$ cat src/rtl/sramc_pkg.sv
// Shared types and default widths for the SRAM arbiter slice.
package sramc_pkg;

  localparam int unsigned SRAMC_SRAM_DW = 8;
  localparam int unsigned SRAMC_SRAM_AW = 13;
  localparam int unsigned SRAMC_DW      = 32;
  localparam int unsigned NUM_LANES     = SRAMC_DW / SRAMC_SRAM_DW;

  typedef enum logic [1:0] {
    OWN_NONE,
    OWN_A,
    OWN_B
  } owner_t;

  typedef struct packed {
    logic                     we;
    logic [SRAMC_SRAM_AW:0]   addr;
    logic [NUM_LANES-1:0]     be;
    logic [SRAMC_DW-1:0]      wdata;
    logic                     lock;
  } sram_req_t;

endpackage

$ cat src/rtl/sramc_rr_arb.sv
// Two-input round-robin arbiter with lock ownership bounded by a hold counter.
module sramc_rr_arb
  import sramc_pkg::*;
#(
  parameter int unsigned MAX_HOLD = 16
) (
  input  logic       clk,
  input  logic       rst,
  input  logic [1:0] req,
  input  logic [1:0] lock,
  output logic [1:0] gnt
);

  localparam logic [3:0] HOLD_LIM = 4'(MAX_HOLD - 1);

  owner_t     owner;
  owner_t     last_winner;
  owner_t     win_own;
  logic       locked;
  logic       hold_ok;
  logic [3:0] hold_cnt;

  always_comb begin
    gnt     = '0;
    hold_ok = locked && (owner != OWN_NONE) && (hold_cnt < HOLD_LIM);
    if (!rst) begin
      case (req)
        2'b01:   gnt = 2'b01;
        2'b10:   gnt = 2'b10;
        2'b11: begin
          if (hold_ok) gnt = (owner == OWN_A) ? 2'b01 : 2'b10;
          else         gnt = (last_winner == OWN_A) ? 2'b10 : 2'b01;
        end
        default: gnt = '0;
      endcase
    end
    win_own = gnt[1] ? OWN_B : OWN_A;
  end

  // The counter only advances while the other port is kept waiting.
  always_ff @(posedge clk) begin
    if (rst) begin
      owner       <= OWN_NONE;
      last_winner <= OWN_B;
      locked      <= 1'b0;
      hold_cnt    <= '0;
    end else if (req == 2'b00) begin
      owner    <= OWN_NONE;
      locked   <= 1'b0;
      hold_cnt <= '0;
    end else begin
      owner       <= win_own;
      last_winner <= win_own;
      locked      <= gnt[1] ? lock[1] : lock[0];
      if (win_own != owner) hold_cnt <= '0;
      else if (&req)        hold_cnt <= hold_cnt + 4'd1;
    end
  end

endmodule

$ cat src/rtl/sramc_arbiter.sv
// Two-port arbiter/sequencer in front of the 2x4 byte-lane SRAM array:
// accept at T, registered SRAM launch at T+1, read return at T+2.
module sramc_arbiter
  import sramc_pkg::*;
#(
  parameter int unsigned SRAM_DATA_WIDTH = SRAMC_SRAM_DW,
  parameter int unsigned SRAM_ADDR_WIDTH = SRAMC_SRAM_AW,
  parameter int unsigned DATA_WIDTH      = SRAMC_DW,
  parameter int unsigned MAX_HOLD        = 16,
  localparam int unsigned LANES          = DATA_WIDTH / SRAM_DATA_WIDTH
) (
  input  logic                       hclk,
  input  logic                       hreset,
  input  logic                       a_req,
  input  logic                       a_we,
  input  logic [SRAM_ADDR_WIDTH:0]   a_addr,
  input  logic [LANES-1:0]           a_be,
  input  logic [DATA_WIDTH-1:0]      a_wdata,
  input  logic                       a_lock,
  output logic                       a_gnt,
  output logic                       a_rvalid,
  output logic [DATA_WIDTH-1:0]      a_rdata,
  input  logic                       b_req,
  input  logic                       b_we,
  input  logic [SRAM_ADDR_WIDTH:0]   b_addr,
  input  logic [LANES-1:0]           b_be,
  input  logic [DATA_WIDTH-1:0]      b_wdata,
  input  logic                       b_lock,
  output logic                       b_gnt,
  output logic                       b_rvalid,
  output logic [DATA_WIDTH-1:0]      b_rdata,
  output logic [2*LANES-1:0]         sram_csn,
  output logic                       sram_wen,
  output logic [SRAM_ADDR_WIDTH-1:0] sram_addr,
  output logic [DATA_WIDTH-1:0]      sram_wdata,
  input  logic [DATA_WIDTH-1:0]      sram_rdata0,
  input  logic [DATA_WIDTH-1:0]      sram_rdata1
);

  sram_req_t                  req_a, req_b;
  logic [1:0]                 gnt;
  logic                       accept;
  logic                       win_we;
  logic [SRAM_ADDR_WIDTH:0]   win_addr;
  logic [LANES-1:0]           win_be;
  logic [LANES-1:0]           lane_sel;
  logic [DATA_WIDTH-1:0]      win_wdata;
  logic [2*LANES-1:0]         csn_next;
  logic                       l_rd, l_port, l_group;
  logic                       r_valid, r_port, r_group;
  logic [DATA_WIDTH-1:0]      rd_sel;

  assign req_a = '{we: a_we, addr: a_addr, be: a_be, wdata: a_wdata, lock: a_lock};
  assign req_b = '{we: b_we, addr: b_addr, be: b_be, wdata: b_wdata, lock: b_lock};

  sramc_rr_arb #(.MAX_HOLD(MAX_HOLD)) u_arb (
    .clk  (hclk),
    .rst  (hreset),
    .req  ({b_req, a_req}),
    .lock ({req_b.lock, req_a.lock}),
    .gnt  (gnt)
  );

  assign a_gnt  = gnt[0];
  assign b_gnt  = gnt[1];
  assign accept = |gnt;

  // Reads enable every lane of the group; writes only the byte-enabled lanes.
  always_comb begin
    win_we    = gnt[1] ? req_b.we    : req_a.we;
    win_addr  = gnt[1] ? req_b.addr  : req_a.addr;
    win_be    = gnt[1] ? req_b.be    : req_a.be;
    win_wdata = gnt[1] ? req_b.wdata : req_a.wdata;
    lane_sel  = win_we ? win_be : '1;
    csn_next  = win_addr[SRAM_ADDR_WIDTH] ? {~lane_sel, {LANES{1'b1}}}
                                          : {{LANES{1'b1}}, ~lane_sel};
  end

  always_ff @(posedge hclk) begin
    if (hreset) begin
      sram_csn   <= '1;
      sram_wen   <= 1'b1;
      sram_addr  <= '0;
      sram_wdata <= '0;
      l_rd       <= 1'b0;
      l_port     <= 1'b0;
      l_group    <= 1'b0;
      r_valid    <= 1'b0;
      r_port     <= 1'b0;
      r_group    <= 1'b0;
    end else begin
      l_rd    <= accept & ~win_we;
      l_port  <= gnt[1];
      l_group <= win_addr[SRAM_ADDR_WIDTH];
      r_valid <= l_rd;
      r_port  <= l_port;
      r_group <= l_group;
      if (accept) begin
        sram_csn  <= csn_next;
        sram_wen  <= ~win_we;
        sram_addr <= win_addr[SRAM_ADDR_WIDTH-1:0];
        if (win_we) sram_wdata <= win_wdata;
      end else begin
        sram_csn <= '1;
        sram_wen <= 1'b1;
      end
    end
  end

  assign rd_sel   = r_group ? sram_rdata1 : sram_rdata0;
  assign a_rvalid = r_valid & ~r_port;
  assign b_rvalid = r_valid &  r_port;
  assign a_rdata  = a_rvalid ? rd_sel : '0;
  assign b_rdata  = b_rvalid ? rd_sel : '0;

endmodule
$ cat config.mk
export PLATFORM = sky130hd
export DESIGN_NAME = sramc_arbiter
export DESIGN_NICKNAME = d
export VERILOG_FILES = /design/src/rtl/sramc_pkg.sv /design/src/rtl/sramc_rr_arb.sv /design/src/rtl/sramc_arbiter.sv
export SDC_FILE = /design/constraint.sdc
export NUM_CORES = 1
export LEC_CHECK = 0
export ABC_AREA = 1
export BUFFER_PORTS_ARGS = -buffer_cell sky130_fd_sc_hd__buf_2
export CAP_MARGIN = 40
export CORE_AREA = 8 8 107 109
export CTS_BUF_LIST = sky130_fd_sc_hd__clkbuf_8
export DETAILED_ROUTE_END_ITERATION = 8
export DIE_AREA = 0 0 115 117
export GPL_TIMING_DRIVEN = 0
export HOLD_SLACK_MARGIN = 0.02
export PLACE_DENSITY = 0.8
export SLEW_MARGIN = 20
export SYNTH_ARGS = -nofsm -noshare
export SYNTH_HDL_FRONTEND = slang
export SYNTH_SLANG_ARGS = --single-unit
export TNS_END_PERCENT = 10
$ cat constraint.sdc
create_clock -name hclk -period 4.95 [get_ports hclk]
set_clock_uncertainty 0.15 [all_clocks]
set_input_delay 0.2475 -clock hclk [delete_from_list [all_inputs] [get_ports hclk]]
set_output_delay 0.2475 -clock hclk [all_outputs]
set_load 0.1 [all_outputs]
* Word level (Yosys, flattened, before mapping) *
Index checks and enable logic that the tools add are counted.

storage, ports and cells
  output and inout bits = 122
  input port bits = 172
  flip-flop bits (word level) = 69

operators by class
  equal/unequal tests = 6
  mux-type cells = 15
  $lt $le $gt $ge = 1
  $add $sub $neg = 1
  bitwise gates (word level) = 8
  reductions and logical operators = 12

operators by type and width
  cell                 count
  $mux 32              4
  $mux 14              1
  $mux 2               5
  $reduce_or 3->1      3
  $mux 4               2
  $eq 2x1->1 const B   3
  $pmux 2 s3           1
  $reduce_or 2->1      3
  $add 4x1->4 const B  1
  $eq 2x2->1 const B   2
  $lt 4x4->1 const B   1
  $not 1->1            4
  $not 4->4            1
  $reduce_and 2->1     2
  $and 1x1->1          3
  $logic_and 1x1->1    2
  $logic_not 2->1      1
  $mux 1               2
  $ne 2x2->1           1
  $reduce_bool 2->1    1

* Longest topological paths before layout *
  word-level depth = 9
  depth in mapped cells = 13
  mapped depth without buffers = 12

* Hierarchy *
Synthesis repeated with hierarchy kept, for this count alone.

second synthesis, totals
  cells, all modules = 641
  area total of the unflattened synthesis = 3,957.5 um^2

modules (own cells, without submodules)
  module         sequential area each (um^2)  times used  cells an instance  area an instance (um^2)
  sramc_arbiter  1,201.2                      1           574                3,453.3
  sramc_rr_arb   180.2                        1           67                 504.2

* Worst setup path before layout *
OpenSTA, ideal clock, no wires.

  path type = register -> output
  start = register r_valid
  end = output a_rdata[10]
  arrival = 3.466 ns
  cell stages (with the launch flop) = 6
  setup slack = 1.087 ns
  path through = dfxtp_1 -> inv_1 -> nor2_1 -> inv_1 -> clkbuf_1 -> nor2_1

on the way
  cells in the longest elaborated chain, start to end = 2

RTL lines
  item                    line                  RTL
  from (decl)             sramc_arbiter.sv:50   logic r_valid, r_port, r_group;
  from (signal assigned)  sramc_arbiter.sv:95   r_valid <= l_rd;
  $and 1x1->1             sramc_arbiter.sv:111  assign a_rvalid = r_valid & ~r_port;
  named net a_rvalid      sramc_arbiter.sv:21   output logic a_rvalid,
  $mux 32                 sramc_arbiter.sv:113  assign a_rdata = a_rvalid ? rd_sel : '0;
  to (decl)               sramc_arbiter.sv:22   output logic [DATA_WIDTH-1:0] a_rdata,

The timed path passes the listed nets, and every way through them passes these cells.

* Worst setup path in the final report *
  start = register u_arb.hold_cnt[0]
  end = output a_gnt

on the way
  cells in the longest elaborated chain, start to end = 5

RTL lines
  item                    line                 RTL
  from (decl)             sramc_rr_arb.sv:21   logic [3:0] hold_cnt;
  from (signal assigned)  sramc_rr_arb.sv:56   else if (&req) hold_cnt <= hold_cnt + 4'd1;
  $lt 4x4->1              sramc_rr_arb.sv:25   hold_ok = locked && (owner != OWN_NONE) && (hold_cnt < HOLD_LIM);
  $logic_and 1x1->1       sramc_rr_arb.sv:25
  $mux 2                  sramc_rr_arb.sv:31   if (hold_ok) gnt = (owner == OWN_A) ? 2'b01 : 2'b10;
  $pmux 2 s3              sramc_rr_arb.sv:27   case (req)
  $mux 2                  sramc_rr_arb.sv:26   if (!rst) begin
  to (decl)               sramc_arbiter.sv:20  output logic a_gnt,

No other way between the ends.

==> flow_metrics.py <==
metrics = {
    "status": {
        "outcome": "complete, no violations",
    },
    "worst_setup_path": {
        "critPathMaxFanout": 10,
        "start_kind": "register",
        "slowest_stage": "buf_2",
        "cpMostUsedCell": "nand2_1",
        "path_buf_inv": 3,
        "critPathCaptureType": "output port",
        "path_class": "register to output port",
        "r2r-start": "u_arb.hold_cnt[0]$_SDFFE_PP0N_",
        "cp.depth": 10,
        "cpLargestDelayFamily": "buffers and inverters",
        "crit_arrival_ps": 2330,
        "max_stage_delay_ps": 440,
        "r2r-end": "u_arb.locked$_SDFF_PP0_",
        "worstPathRequired_ps": 4550,
        "crit_chain": "ha_1, nand3_1, nand3_1, nand2_1, nand3_2, nand2_1, nand2_1, inv_1, buf_4, buf_2",
        "rrSetupSlack_ps": 2460,
        "r2r_cells": 11,
    },
    "clock_tree": {
        "insertion_delay_ps": 330,
        "cts_buffers": 9,
        "path_clk_slew_ps": 70,
        "clock-root-buffer": "clkbuf_8",
        "cts_max_level": 3,
        "clock-sinks": 69,
        "cts_buffer_depth": 2,
        "cts_resized": 0,
        "post_cts.repair.setup_buffers": 0,
        "cts_hold_buf": 3,
        "cts_tree": "built",
    },
    "sta": {
        "maxSlewViolCount": 0,
        "tns_ps": 0,
        "fmax_mhz": 366,
        "rsz0062_at_grt": "false",
        "slew_headroom_pct": 65.9,
        "tightest_slew_ps": 514,
        "period_share_pct": 55.1,
        "fin_crit_ps": 2730,
        "finalHoldViolCount": 0,
        "finalSetupViolCount": 0,
    },
    "floorplanning": {
        "die_y_um": 117,
        "rows": 37,
        "initial_core_util_pct": 38.5,
        "ios": 294,
        "dieArea_um2": 13500,
        "die_w_um": 115,
        "core_area_um2": 9910,
    },
    "synthesis": {
        "synth_top_family_by_area": "simple AND/OR/NAND/NOR gates",
        "synth_cell_types": 23,
        "postSynthCellCount": 626,
        "synth_compound_area_share_pct": 0.885,
        "synth_xor_area_share_pct": 0.688,
        "ys_ff_latch": 69,
        "syn_area_per_cell_um2": 6.10,
        "yosysWarnings": 0,
        "yosys.area_share.adder_pct": 0.328,
        "synth-simple-area-share_pct": 42.3,
        "synthesis.area_um2": 3820,
        "ys_seq_area_share_pct": 36.2,
        "synthMuxAreaShare_pct": 8.39,
        "syn_nets": 799,
    },
    "cells_and_area": {
        "drive_gt1_share_pct": 35.4,
        "fin_util_pct": 58.2,
        "multi_input_area_um2": 2010,
        "nets": 1105,
        "seq_area_um2": 1380,
        "postLayoutCellArea_um2": 5760,
        "syn2layout_area_growth_pct": 51.0,
        "final_cells": 1078,
        "fillers": 1021,
    },
    "global_routing": {
        "grt_first_pass_wirelength_mm": 21.5,
        "grt_pass1_vias": 4345,
        "grt_overflow": 0,
        "track_usage_pct": 20.3,
        "antenna_found_initial": 5,
        "grt_start_max_net_pins": 13,
    },
    "detailed_routing": {
        "drc": 0,
        "drtPass1Iterations": 4,
        "antenna_left": 0,
        "detail_route.vias_per_cell": 4.38,
        "wirelength_mm": 14.7,
        "vias": 4727,
        "detail_route.wl_per_cell_um": 13.6,
        "drt_iter0_markers": 212,
    },
    "power": {
        "ir_worst_vdd_mv": 0.154,
        "power.total_mw": 1.83,
        "p_leak_nw": 3.52,
        "power-per-cell-area_nw_per_um2": 318,
    },
    "hold_path": {
        "hold_path_depth": 5,
        "whs_endpoint": "sram_addr[4]$_SDFFE_PP0N_",
        "hold_start": "a_addr[4]",
        "hp-class": "primary input to register",
    },
    "place": {
        "post-dp-hpwl_mm": 12.3,
        "placed_area_um2": 5450,
        "place_congestion": 0.855,
        "dpl.cell_count": 1054,
        "port_buffers": 292,
    },
    "job": {
        "cap_viol_max_count": 0,
    },
}
-- cells in the mapped netlist (all sizes together) --
cell type	n	area (um^2)
nand2	241	905
nor2	145	547
dfxtp	69	1380
inv	66	248
mux2i	32	320
nand3	27	153
buf	18	119
clkbuf	16	60.1
a21oi	3	15.0
o21ai	2	10.0
xor2	2	17.5
a22o	1	8.76
and2	1	6.26
ha	1	12.5
nand4	1	6.26
xnor2	1	8.76
-- worst max path at each step --
stage             endpoint                      startpoint
6_report             a_gnt  u_arb.hold_cnt[0]$_SDFFE_PP0N_
5_1_grt              a_gnt  u_arb.hold_cnt[0]$_SDFFE_PP0N_
4_1_cts              a_gnt  u_arb.hold_cnt[0]$_SDFFE_PP0N_
3_5_place_dp         a_gnt  u_arb.hold_cnt[0]$_SDFFE_PP0N_
3_3_place_gp         a_gnt  u_arb.hold_cnt[0]$_SDFFE_PP0N_
2_1_floorplan  a_rdata[10]              r_valid$_SDFF_PP0_
-- flip-flops by register name (all words and copies together), names as in the netlist, 2 cells and up --
name               flops
u_arb.last_winner      2
sram_wdata            32
u_arb.owner            2
sram_csn               8
u_arb.hold_cnt         4
sram_addr             13
-- cell families (layout without fill, tap and decap cells) --
family	after synthesis	count (layout)
AOI/OAI and AO/OA	6	6
xor gates and xnor gates	3	3
adders and majority gates	1	1
buffers and inverters	100	411
DFF	69	69
muxes	32	32
other	0	5
and+or+nand+nor	415	415
-- routing by layer --
layer / up-vias / share of wire [%] / GRT usage (%)
met1: 2043 / 38 / 21.3
met2: 179 / 51 / 36.4
li1: 2478 / - / -
met5: - / 0 / 0
met4: 0 / 3.6 / 12.8
met3: 27 / 7.4 / 4.62
-- layout by cell type, fill, tap and decap left out --
master,instances
buf_2,303
nand2_1,241
nor2_1,144
dfxtp_1,69
inv_1,63
mux2i_1,32
nand3_1,25
clkbuf_1,16
clkbuf_8,10
diode_2,5
buf_4,4
bufinv_16,4
inv_2,3
buf_6,3
a21oi_1,3
dlygate4sd3_1,3
xor2_1,2
nand3_2,1
nand3_4,1
nand4_1,1
and2_1,1
o21ai_1,1
nor2_2,1
xnor2_1,1
o21ai_0,1
a22o_1,1
ha_1,1
clkinv_4,1
clkinv_2,1
-- per-stage QoR --
step | hold WS [ps] | setup slack (ps)
CTS | 27.6 | 2180
global route | 44.8 | 2010
detailed placement | 244 | 2570
global placement | 240 | 2580
finish | 39.7 | 2220
floorplan | 169 | 1090
-- worst reg2reg max path, cell delays in order (launching register included) --
cell           delay, ps
dfxtp_1              380
ha_1                 190
nand3_1              110
nand3_1               90
nand2_1               60
nand3_2              100
nand2_1              100
nand2_1              110
inv_1                120
buf_4                200
a22o_1               200
dlygate4sd3_1        550
-- where the power goes --
| part | switching (mW) | total, mW | internal, mW |
|---|---|---|---|
| clock network | 0.211 | 0.611 | 0.399 |
| registers | 0.0165 | 0.610 | 0.594 |
| logic | 0.466 | 0.610 | 0.145 |
| total | 0.693 | 1.83 | 1.14 |
-- layout make-up --
cell class	instances	area share [%]
Buffer	34	3.10
Clock buffer	10	2.39
Inverter	66	4.30
Multi-Input combinational cell	457	34.9
Antenna cell	5	0.217
Clock inverter	6	2.32
Sequential cell	69	24.0
Tap cell	136	2.95
Timing Repair Buffer	295	25.9
Note: power is estimated with default switching activity, not from simulation.
